$ cat config.mk
export PLATFORM = sky130hd
export DESIGN_NAME = rr_hold_arb
export DESIGN_NICKNAME = d
export VERILOG_FILES = /design/src/rtl/arbiter_pkg.sv /design/src/rtl/rr_mask_pick.sv /design/src/rtl/rr_hold_arb.sv
export SDC_FILE = /design/constraint.sdc
export NUM_CORES = 1
export LEC_CHECK = 0
export CORE_MARGIN = 3
export CORE_UTILIZATION = 40
export DETAILED_ROUTE_END_ITERATION = 8
export PLACE_DENSITY = 0.59
export SLEW_MARGIN = 20
export SYNTH_ARGS = -nofsm -noshare
export SYNTH_HDL_FRONTEND = slang
export SYNTH_HIERARCHICAL = 1
export SYNTH_SLANG_ARGS = --single-unit
$ cat constraint.sdc
create_clock -name clk_i -period 4.5 [get_ports clk_i]
set_input_delay 1.125 -clock clk_i [delete_from_list [all_inputs] [get_ports clk_i]]
set_output_delay 1.125 -clock clk_i [all_outputs]
set_load 0.05 [all_outputs]
$ cat src/rtl/arbiter_pkg.sv
// Shared types and default sizing for the hold/round-robin arbiter family.
package arbiter_pkg;

  typedef enum logic {
    ARB_FIXED = 1'b0,
    ARB_RR    = 1'b1
  } arb_mode_e;

  typedef enum logic {
    IDLE = 1'b0,
    OWN  = 1'b1
  } arb_state_e;

  localparam int DEF_WIDTH    = 8;
  localparam int DEF_MAX_HOLD = 16;

endpackage

$ cat src/rtl/rr_mask_pick.sv
// Combinational winner picker: lowest set bit at or above start (round-robin),
// falling back to the lowest set bit overall (wrap-around, or fixed priority).
module rr_mask_pick
  import arbiter_pkg::*;
#(
  parameter int WIDTH = DEF_WIDTH,
  parameter int IDX_W = $clog2(WIDTH)
) (
  input  logic [WIDTH-1:0] req,
  input  logic [IDX_W-1:0] start,
  input  arb_mode_e        mode,
  output logic [WIDTH-1:0] gnt,
  output logic [IDX_W-1:0] idx
);

  logic [WIDTH-1:0] mask;
  logic [WIDTH-1:0] masked;
  logic [WIDTH-1:0] src;

  generate
    for (genvar gi = 0; gi < WIDTH; gi++) begin : g_mask
      assign mask[gi] = (IDX_W'(gi) >= start);
    end
  endgenerate

  assign masked = req & mask;

  // An empty upper window means the scan wraps, which is the unmasked pick.
  assign src = ((mode == ARB_RR) && (|masked)) ? masked : req;
  assign gnt = src & (~src + WIDTH'(1));

  always_comb begin
    idx = '0;
    for (int i = 0; i < WIDTH; i++) begin
      if (gnt[i]) idx = IDX_W'(i);
    end
  end

endmodule

$ cat src/rtl/rr_hold_arb.sv
// Registered fixed-priority / round-robin arbiter with bounded burst ownership.
module rr_hold_arb
  import arbiter_pkg::*;
#(
  parameter int WIDTH    = DEF_WIDTH,
  parameter int MAX_HOLD = DEF_MAX_HOLD
) (
  input  logic                     clk_i,
  input  logic                     rst_i,
  input  logic                     mode_i,
  input  logic [WIDTH-1:0]         req_i,
  output logic [WIDTH-1:0]         gnt_o,
  output logic                     gnt_valid_o,
  output logic [$clog2(WIDTH)-1:0] gnt_id_o
);

  localparam int IDX_W = $clog2(WIDTH);
  localparam int CNT_W = (MAX_HOLD == 0) ? 1 : $clog2(MAX_HOLD + 1);
  localparam logic [CNT_W-1:0] HOLD_SAT = (MAX_HOLD == 0) ? {CNT_W{1'b1}} : CNT_W'(MAX_HOLD);

  arb_state_e       state_reg;
  logic [WIDTH-1:0] gnt_reg;
  logic [IDX_W-1:0] gnt_id_reg;
  logic [IDX_W-1:0] ptr_reg;
  logic [CNT_W-1:0] hold_cnt_reg;

  logic             owner_req;
  logic             expired;
  logic             arb_edge;
  logic             exclude;
  logic [WIDTH-1:0] others;
  logic [WIDTH-1:0] cand;
  logic [WIDTH-1:0] pick_gnt;
  logic [IDX_W-1:0] pick_idx;
  arb_mode_e        mode;

  assign mode      = arb_mode_e'(mode_i);
  assign owner_req = |(req_i & gnt_reg);
  assign expired   = (MAX_HOLD != 0) && (state_reg == OWN) && (hold_cnt_reg == HOLD_SAT);
  assign arb_edge  = (state_reg == IDLE) || !owner_req || expired;

  // On expiry the owner steps aside only if someone else is actually waiting.
  assign others  = req_i & ~gnt_reg;
  assign exclude = expired && (|others);
  assign cand    = exclude ? others : req_i;

  rr_mask_pick #(
    .WIDTH (WIDTH),
    .IDX_W (IDX_W)
  ) u_pick (
    .req   (cand),
    .start (ptr_reg),
    .mode  (mode),
    .gnt   (pick_gnt),
    .idx   (pick_idx)
  );

  always_ff @(posedge clk_i) begin
    if (rst_i) begin
      state_reg    <= IDLE;
      gnt_reg      <= '0;
      gnt_id_reg   <= '0;
      ptr_reg      <= '0;
      hold_cnt_reg <= '0;
    end else if (arb_edge) begin
      if (|cand) begin
        state_reg    <= OWN;
        gnt_reg      <= pick_gnt;
        gnt_id_reg   <= pick_idx;
        hold_cnt_reg <= CNT_W'(1);
        if (mode == ARB_RR) begin
          ptr_reg <= (pick_idx == IDX_W'(WIDTH - 1)) ? '0 : pick_idx + IDX_W'(1);
        end
      end else begin
        state_reg    <= IDLE;
        gnt_reg      <= '0;
        gnt_id_reg   <= '0;
        hold_cnt_reg <= '0;
      end
    end else if (hold_cnt_reg != HOLD_SAT) begin
      hold_cnt_reg <= hold_cnt_reg + CNT_W'(1);
    end
  end

  assign gnt_o       = gnt_reg;
  assign gnt_valid_o = |gnt_reg;
  assign gnt_id_o    = gnt_id_reg;

endmodule

# == After elaboration in Yosys (flattened, before gate mapping) ==
# Cells that the tools add are included.
# totals
regBits,20
input_bits,11
out_inout_bits,12
# classes
addsub,3
magnitude_cmp,8
n_eq_ne,3
n_mux,16
bitwise,7
n_reduce_logical,13
# op_table
operator,count
8-bit OR reduction,5
8-bit AND,4
3-bit 2-to-1 mux,8
8-bit 2-to-1 mux,3
8-bit NOT,2
3-bit greater-or-equal comparator (first input constant),4
5-bit 2-to-1 mux,2
8-bit by 1-bit adder with 8-bit output (second input constant),1
1-bit by 3-bit greater-or-equal comparator with 1-bit output (first input constant),2
2-bit by 3-bit greater-or-equal comparator with 1-bit output (first input constant),2
5-bit by 1-bit adder with 5-bit output (second input constant),1
5-bit == test (second input constant),1
5-bit != test (second input constant),1
3-bit by 1-bit adder with 3-bit output (second input constant),1
3-bit == test (second input constant),1
1-bit logical AND,3
1-bit 2-to-1 mux,3
3-bit AND reduction,1
1-bit logical OR,2
2-bit nonzero test,1
1-bit logical NOT,1
1-bit NOT,1

# == Logic depth before layout (Yosys ltp) ==
# depth
word_depth,21
depth_mapped,17

# == By module ==
# The synthesis kept the hierarchy.
# modules_own_cells
mod,instances,cells_each,area_each_um2,seq_area_each_um2
rr_hold_arb,1,122,1059.8,400.4
rr_mask_pick,1,71,410.4,0.0

# == Worst setup path after synthesis ==
# No wires, ideal clock.
# synth_path
path_kind,input port to flip-flop
startpoint,in req_i[4]
endpoint,reg ptr_reg[0]
setup_ns,0.070
t_arrival_ns,3.951
required_ns,4.430
path_slack_ns,0.479
path_stages,13
path_cell_list,inv_1 > o2111a_2 > a21oi_1 > nor2_1 > o32a_1 > a221o_1 > a31o_1 > o211a_1 > a21o_1 > ha_1 > ha_1 > or4_1 > a21oi_1
# synth_between
elab_chain_cells,20
# synth_rtl
item,line_no,rtl
from (decl),rr_hold_arb.sv:11,"input logic [WIDTH-1:0] req_i,"
8-bit AND (*),rr_hold_arb.sv:43,assign others = req_i & ~gnt_reg;
8-bit OR reduction (*),rr_hold_arb.sv:44,assign exclude = expired && (|others);
1-bit logical AND (*),rr_hold_arb.sv:44,
8-bit 2-to-1 mux (*),rr_hold_arb.sv:45,assign cand = exclude ? others : req_i;
net cand[6],rr_hold_arb.sv:32,logic [WIDTH-1:0] cand;
8-bit AND (*),rr_mask_pick.sv:26,assign masked = req & mask;
8-bit OR reduction (*),rr_mask_pick.sv:29,assign src = ((mode == ARB_RR) && (|masked)) ? masked : req;
1-bit logical AND (*),rr_mask_pick.sv:29,
[2 not listed],-,
8-bit by 1-bit adder with 8-bit output,rr_mask_pick.sv:30,assign gnt = src & (~src + WIDTH'(1));
8-bit AND (*),rr_mask_pick.sv:30,
net pick_gnt[1],rr_hold_arb.sv:33,logic [WIDTH-1:0] pick_gnt;
1-bit 2-to-1 mux (*),rr_mask_pick.sv:35,if (gnt[i]) idx = IDX_W'(i);
3-bit 2-to-1 mux (*) (6 in a row),rr_mask_pick.sv:35,
net pick_idx[0],rr_hold_arb.sv:34,logic [IDX_W-1:0] pick_idx;
3-bit by 1-bit adder with 3-bit output / 3-bit == test (equally long branches),rr_hold_arb.sv:72,ptr_reg <= (pick_idx == IDX_W'(WIDTH - 1)) ? '0 : pick_idx + IDX_W'(1);
3-bit 2-to-1 mux (*),rr_hold_arb.sv:72,
to (signal assigned),rr_hold_arb.sv:72,
to (decl),rr_hold_arb.sv:24,logic [IDX_W-1:0] ptr_reg;
# Mark *: on every way through the listed nets, which the timed path passes. The rest lies on a longest branch.
# A chain may end at the register's enable or synchronous reset.

# == Worst setup path in the final report ==
# layout_path
startpoint,in req_i[0]
endpoint,reg ptr_reg[0]
# Same word-level chain as after synthesis.

==> run_results.csv <==
group,metric,value,unit
drt,detailedRoute.firstIterationViolations,139,
timing,worst_slew_margin_rel,39.1,%
synthesis,post-synth-top-area-cell,"sky130_fd_sc_hd__dfxtp_1",
die,floorplan.die_area,4440,sq um
power,worst_ir_drop_vdd,0.266,mV
synthesis,ys.warnings.count,6,
synthesis,synth.area.mux_share,0,%
power,power_density,262,nW/um^2
finish,largest_register_ffs,8,
synthesis,ys.flop_type,"sky130_fd_sc_hd__dfxtp_1",
setup_path,startpoint_type_of_the_worst_setup_path,"input port",
synthesis,synth_seq_area_share,27.2,%
setup_path,worst-endpoint-required,4690,ps
synthesis,syn_std_cell_area,1470,sq um
synthesis,synth_top_cell_area_share,27.2,%
flow_run,max_cap_viol_count,0,
clocking,worst_skew_pair.late_latency,260,ps
timing,slew_violations,0,
synthesis,syn-instance-count,193,
drt,detailedRoute.firstPassIterationCount,4,
power,comb_power_share,28.4,%
finish,post_route_cells_drive_above_1_share,20.0,%
global_route,via_count_of_the_first_global_routing_pass,1549,
synthesis,synth-compound-area-share,31.9,%
power,power_frac_seq,38.0,%
die,die_h,66.6,um
synthesis,yosysUniqueCellTypes,42,
synthesis,post_synth.cell_area_avg,7.62,sq um
synthesis,synthXorXnorAreaFrac,1.79,%
die,chipWidth,66.6,um
drt,routed-via-count,1649,
synthesis,synthAdderAreaFrac,3.40,%
timing,report.final.setup_viol,0,
power,net_switching_power,155,uW
timing,worst-slew-pin-transition,912,ps
drt,detail-route-antenna-nets,0,
timing,finalClockSkew,5.78,ps
synthesis,synth.area.top_cells,"sky130_fd_sc_hd__dfxtp_1, sky130_fd_sc_hd__a22o_1, sky130_fd_sc_hd__a21oi_1",
clocking,cts-root-to-sink-buffers,2,
global_route,grt_antenna_before_repair,0,
synthesis,synth_simple_gate_area_share,26.6,%
drt,detailed_route_wl,4.30,mm
clocking,cts.htree.levels,1,
synthesis,postSynthRegisterBits,20,
finish,finish.net_count,256,
setup_path,critical_path_peak_fanout,8,
clocking,cts_tree,"yes",
clocking,tritoncts_buffers,3,
drt,detail_route.wl_per_cell,15.0,um
die,num_rows,21,
clocking,clock_pin_slew_reported_for_the_worst_setup_and_hold_paths_after_clock_tree_synthesis,70,ps
die,start_util,42.7,%
run_status,status,"finished clean",
synthesis,yosysMostFrequentCell,"sky130_fd_sc_hd__dfxtp_1",
clocking,cts_hold_buffers,0,
placement,placement.io_buffers,22,
setup_path,path_class,"in2reg",
finish,antenna_cells_inserted,0,
synthesis,mappedNetlistNets,208,
finish,area_growth_syn_to_layout,36.5,%
synthesis,yosys-top-cells-count,"sky130_fd_sc_hd__dfxtp_1, sky130_fd_sc_hd__inv_1, sky130_fd_sc_hd__nor2_1",
placement,gpl.final_weighted_congestion,0.975,
power,power.leakage,0.855,nW
global_route,maximum_number_of_pins_on_one_net_before_global_route_repair,16,
setup_path,cp_data_arrival_time,4590,ps
power,power_report.internal_total,371,uW
timing,final_min_period_over_clock_period,97.8,%
power,post-layout-total-power,526,uW
synthesis,synth-edff-count,0,
placement,detailedPlacementHpwl,3.32,mm
die,coreArea,3440,sq um
synthesis,dominant_combinational_cell_family_by_area_after_synthesis,"compound AO/OA/AOI/OAI gates",
global_route,grtUsageTotal,20.2,%
global_route,grt_overflow_total,0,
synthesis,synth-async-reset-ratio,0,%
die,ios,23,
power,switching_share,29.5,%
setup_path,crit_path_end_kind,"flop",
drt,drc,0,
timing,hold_viol_final,0,
clocking,cts.sink_count,20,
timing,post-route-min-period,4400,ps
clocking,cts_root_buffer,"sky130_fd_sc_hd__clkbuf_8",
timing,finalWorstSetupSlack,97.5,ps
timing,fmax,227,MHz
power,clock_power_share,33.6,%
global_route,global_route_wire_length_before_repair,6.93,mm
drt,avgViaCountPerCell,5.77,
placement,pre_cts_ws,-187,ps
worst_hold_path,hp-class,"reg2reg",
==> cell type report <==
type	instances	area, sq um
inverters	18	67.6
clock inverters	1	30.0
flip-flops and latches	20	400
multi-input cells	147	972
fillers	328	1440
well taps	46	57.6
repair buffers	51	438
clock buffers	3	41.3
==> layout by cell type, fill, tap and decap left out, types with 2 or more instances in the layout <==
cell and instances:
sky130_fd_sc_hd__a21o_1 3, sky130_fd_sc_hd__a21oi_1 9, sky130_fd_sc_hd__a21oi_2 7, sky130_fd_sc_hd__a22o_1 12, sky130_fd_sc_hd__a22oi_1 4, sky130_fd_sc_hd__and2_1 4
sky130_fd_sc_hd__buf_4 29, sky130_fd_sc_hd__clkbuf_8 3, sky130_fd_sc_hd__clkdlybuf4s50_1 22, sky130_fd_sc_hd__dfxtp_1 20, sky130_fd_sc_hd__ha_1 4, sky130_fd_sc_hd__inv_1 18
sky130_fd_sc_hd__nand2_1 12, sky130_fd_sc_hd__nand2b_1 8, sky130_fd_sc_hd__nand3_1 13, sky130_fd_sc_hd__nor2_1 15, sky130_fd_sc_hd__nor2_2 2, sky130_fd_sc_hd__nor2b_1 2
sky130_fd_sc_hd__nor3_1 6, sky130_fd_sc_hd__nor4_1 2, sky130_fd_sc_hd__o2111a_2 2, sky130_fd_sc_hd__o211a_1 3, sky130_fd_sc_hd__o21ai_0 11, sky130_fd_sc_hd__o21ai_1 3
sky130_fd_sc_hd__o22ai_1 4, sky130_fd_sc_hd__xnor2_1 2
==> logic make-up (layout without fill, tap and decap cells) <==
| family | count (synthesis) | after routing |
|---|---|---|
| AND/OR/NAND/NOR | 73 | 73 |
| AO/OA/AOI/OAI | 67 | 67 |
| adder cells (fa/ha/maj) | 4 | 4 |
| buffers and inverters | 26 | 73 |
| XOR/XNOR | 3 | 3 |
| flip-flops | 20 | 20 |
==> stage by stage <==
step	TNS [ps]	hold WS [ps]	util [%]	instances	area [sq um]
after detailed placement	-187	470	55.0	281	1890
after floorplan	0	460	-	193	1470
final	0	493	58.3	286	2010
after CTS	0	497	57.1	285	1960
after global placement	-83.9	470	55.0	281	1890
after global routing	-26.7	521	58.3	286	2010
==> worst paths after layout <==
check,start,to,slack (ps),cells past startpoint
worst max register to register,hold_cnt_reg[0],ptr_reg[0],820,15
worst min register to register,gnt_id_o[2],gnt_id_o[2],490,1
worst max-delay path,req_i[0],ptr_reg[0],100,15
worst min-delay path,gnt_id_o[2],gnt_id_o[2],490,1
==> critical path, stage by stage <==
cell	delay (ps)
sky130_fd_sc_hd__clkdlybuf4s50_1	480
sky130_fd_sc_hd__inv_1	60
sky130_fd_sc_hd__o2111a_2	330
sky130_fd_sc_hd__a21oi_2	220
sky130_fd_sc_hd__nor2_2	70
sky130_fd_sc_hd__o21bai_1	160
sky130_fd_sc_hd__o2111ai_1	140
sky130_fd_sc_hd__a221o_1	450
sky130_fd_sc_hd__a31o_1	230
sky130_fd_sc_hd__o211a_1	140
sky130_fd_sc_hd__a21o_1	180
sky130_fd_sc_hd__ha_1	200
sky130_fd_sc_hd__ha_1	170
sky130_fd_sc_hd__or4_4	510
sky130_fd_sc_hd__a21oi_2	120
==> what timing repair did <==
action	4_1_cts	5_1_grt
setup endpoints to repair	0	1
buffers inserted	0	1
gates resized for setup	0	13
==> power groups by stage <==
stage	Clock, mW	Combinational, mW	Sequential [mW]
6_report	0.177	0.150	0.200
5_1_grt	0.186	0.162	0.202
4_1_cts	0.180	0.146	0.200
3_5_place_dp	0	0.145	0.204
3_3_place_gp	0	0.143	0.204
2_1_floorplan	0	0.0789	0.213
==> routing by layer <==
metal	up-vias	wire [um]	track usage [%]
li1	805	-	-
met1	787	1930	27.2
met2	48	2070	33.3
met3	9	225	2.19
met4	0	73	6.35
met5	-	0	0
No activity file was read; power rests on OpenSTA's default activity.
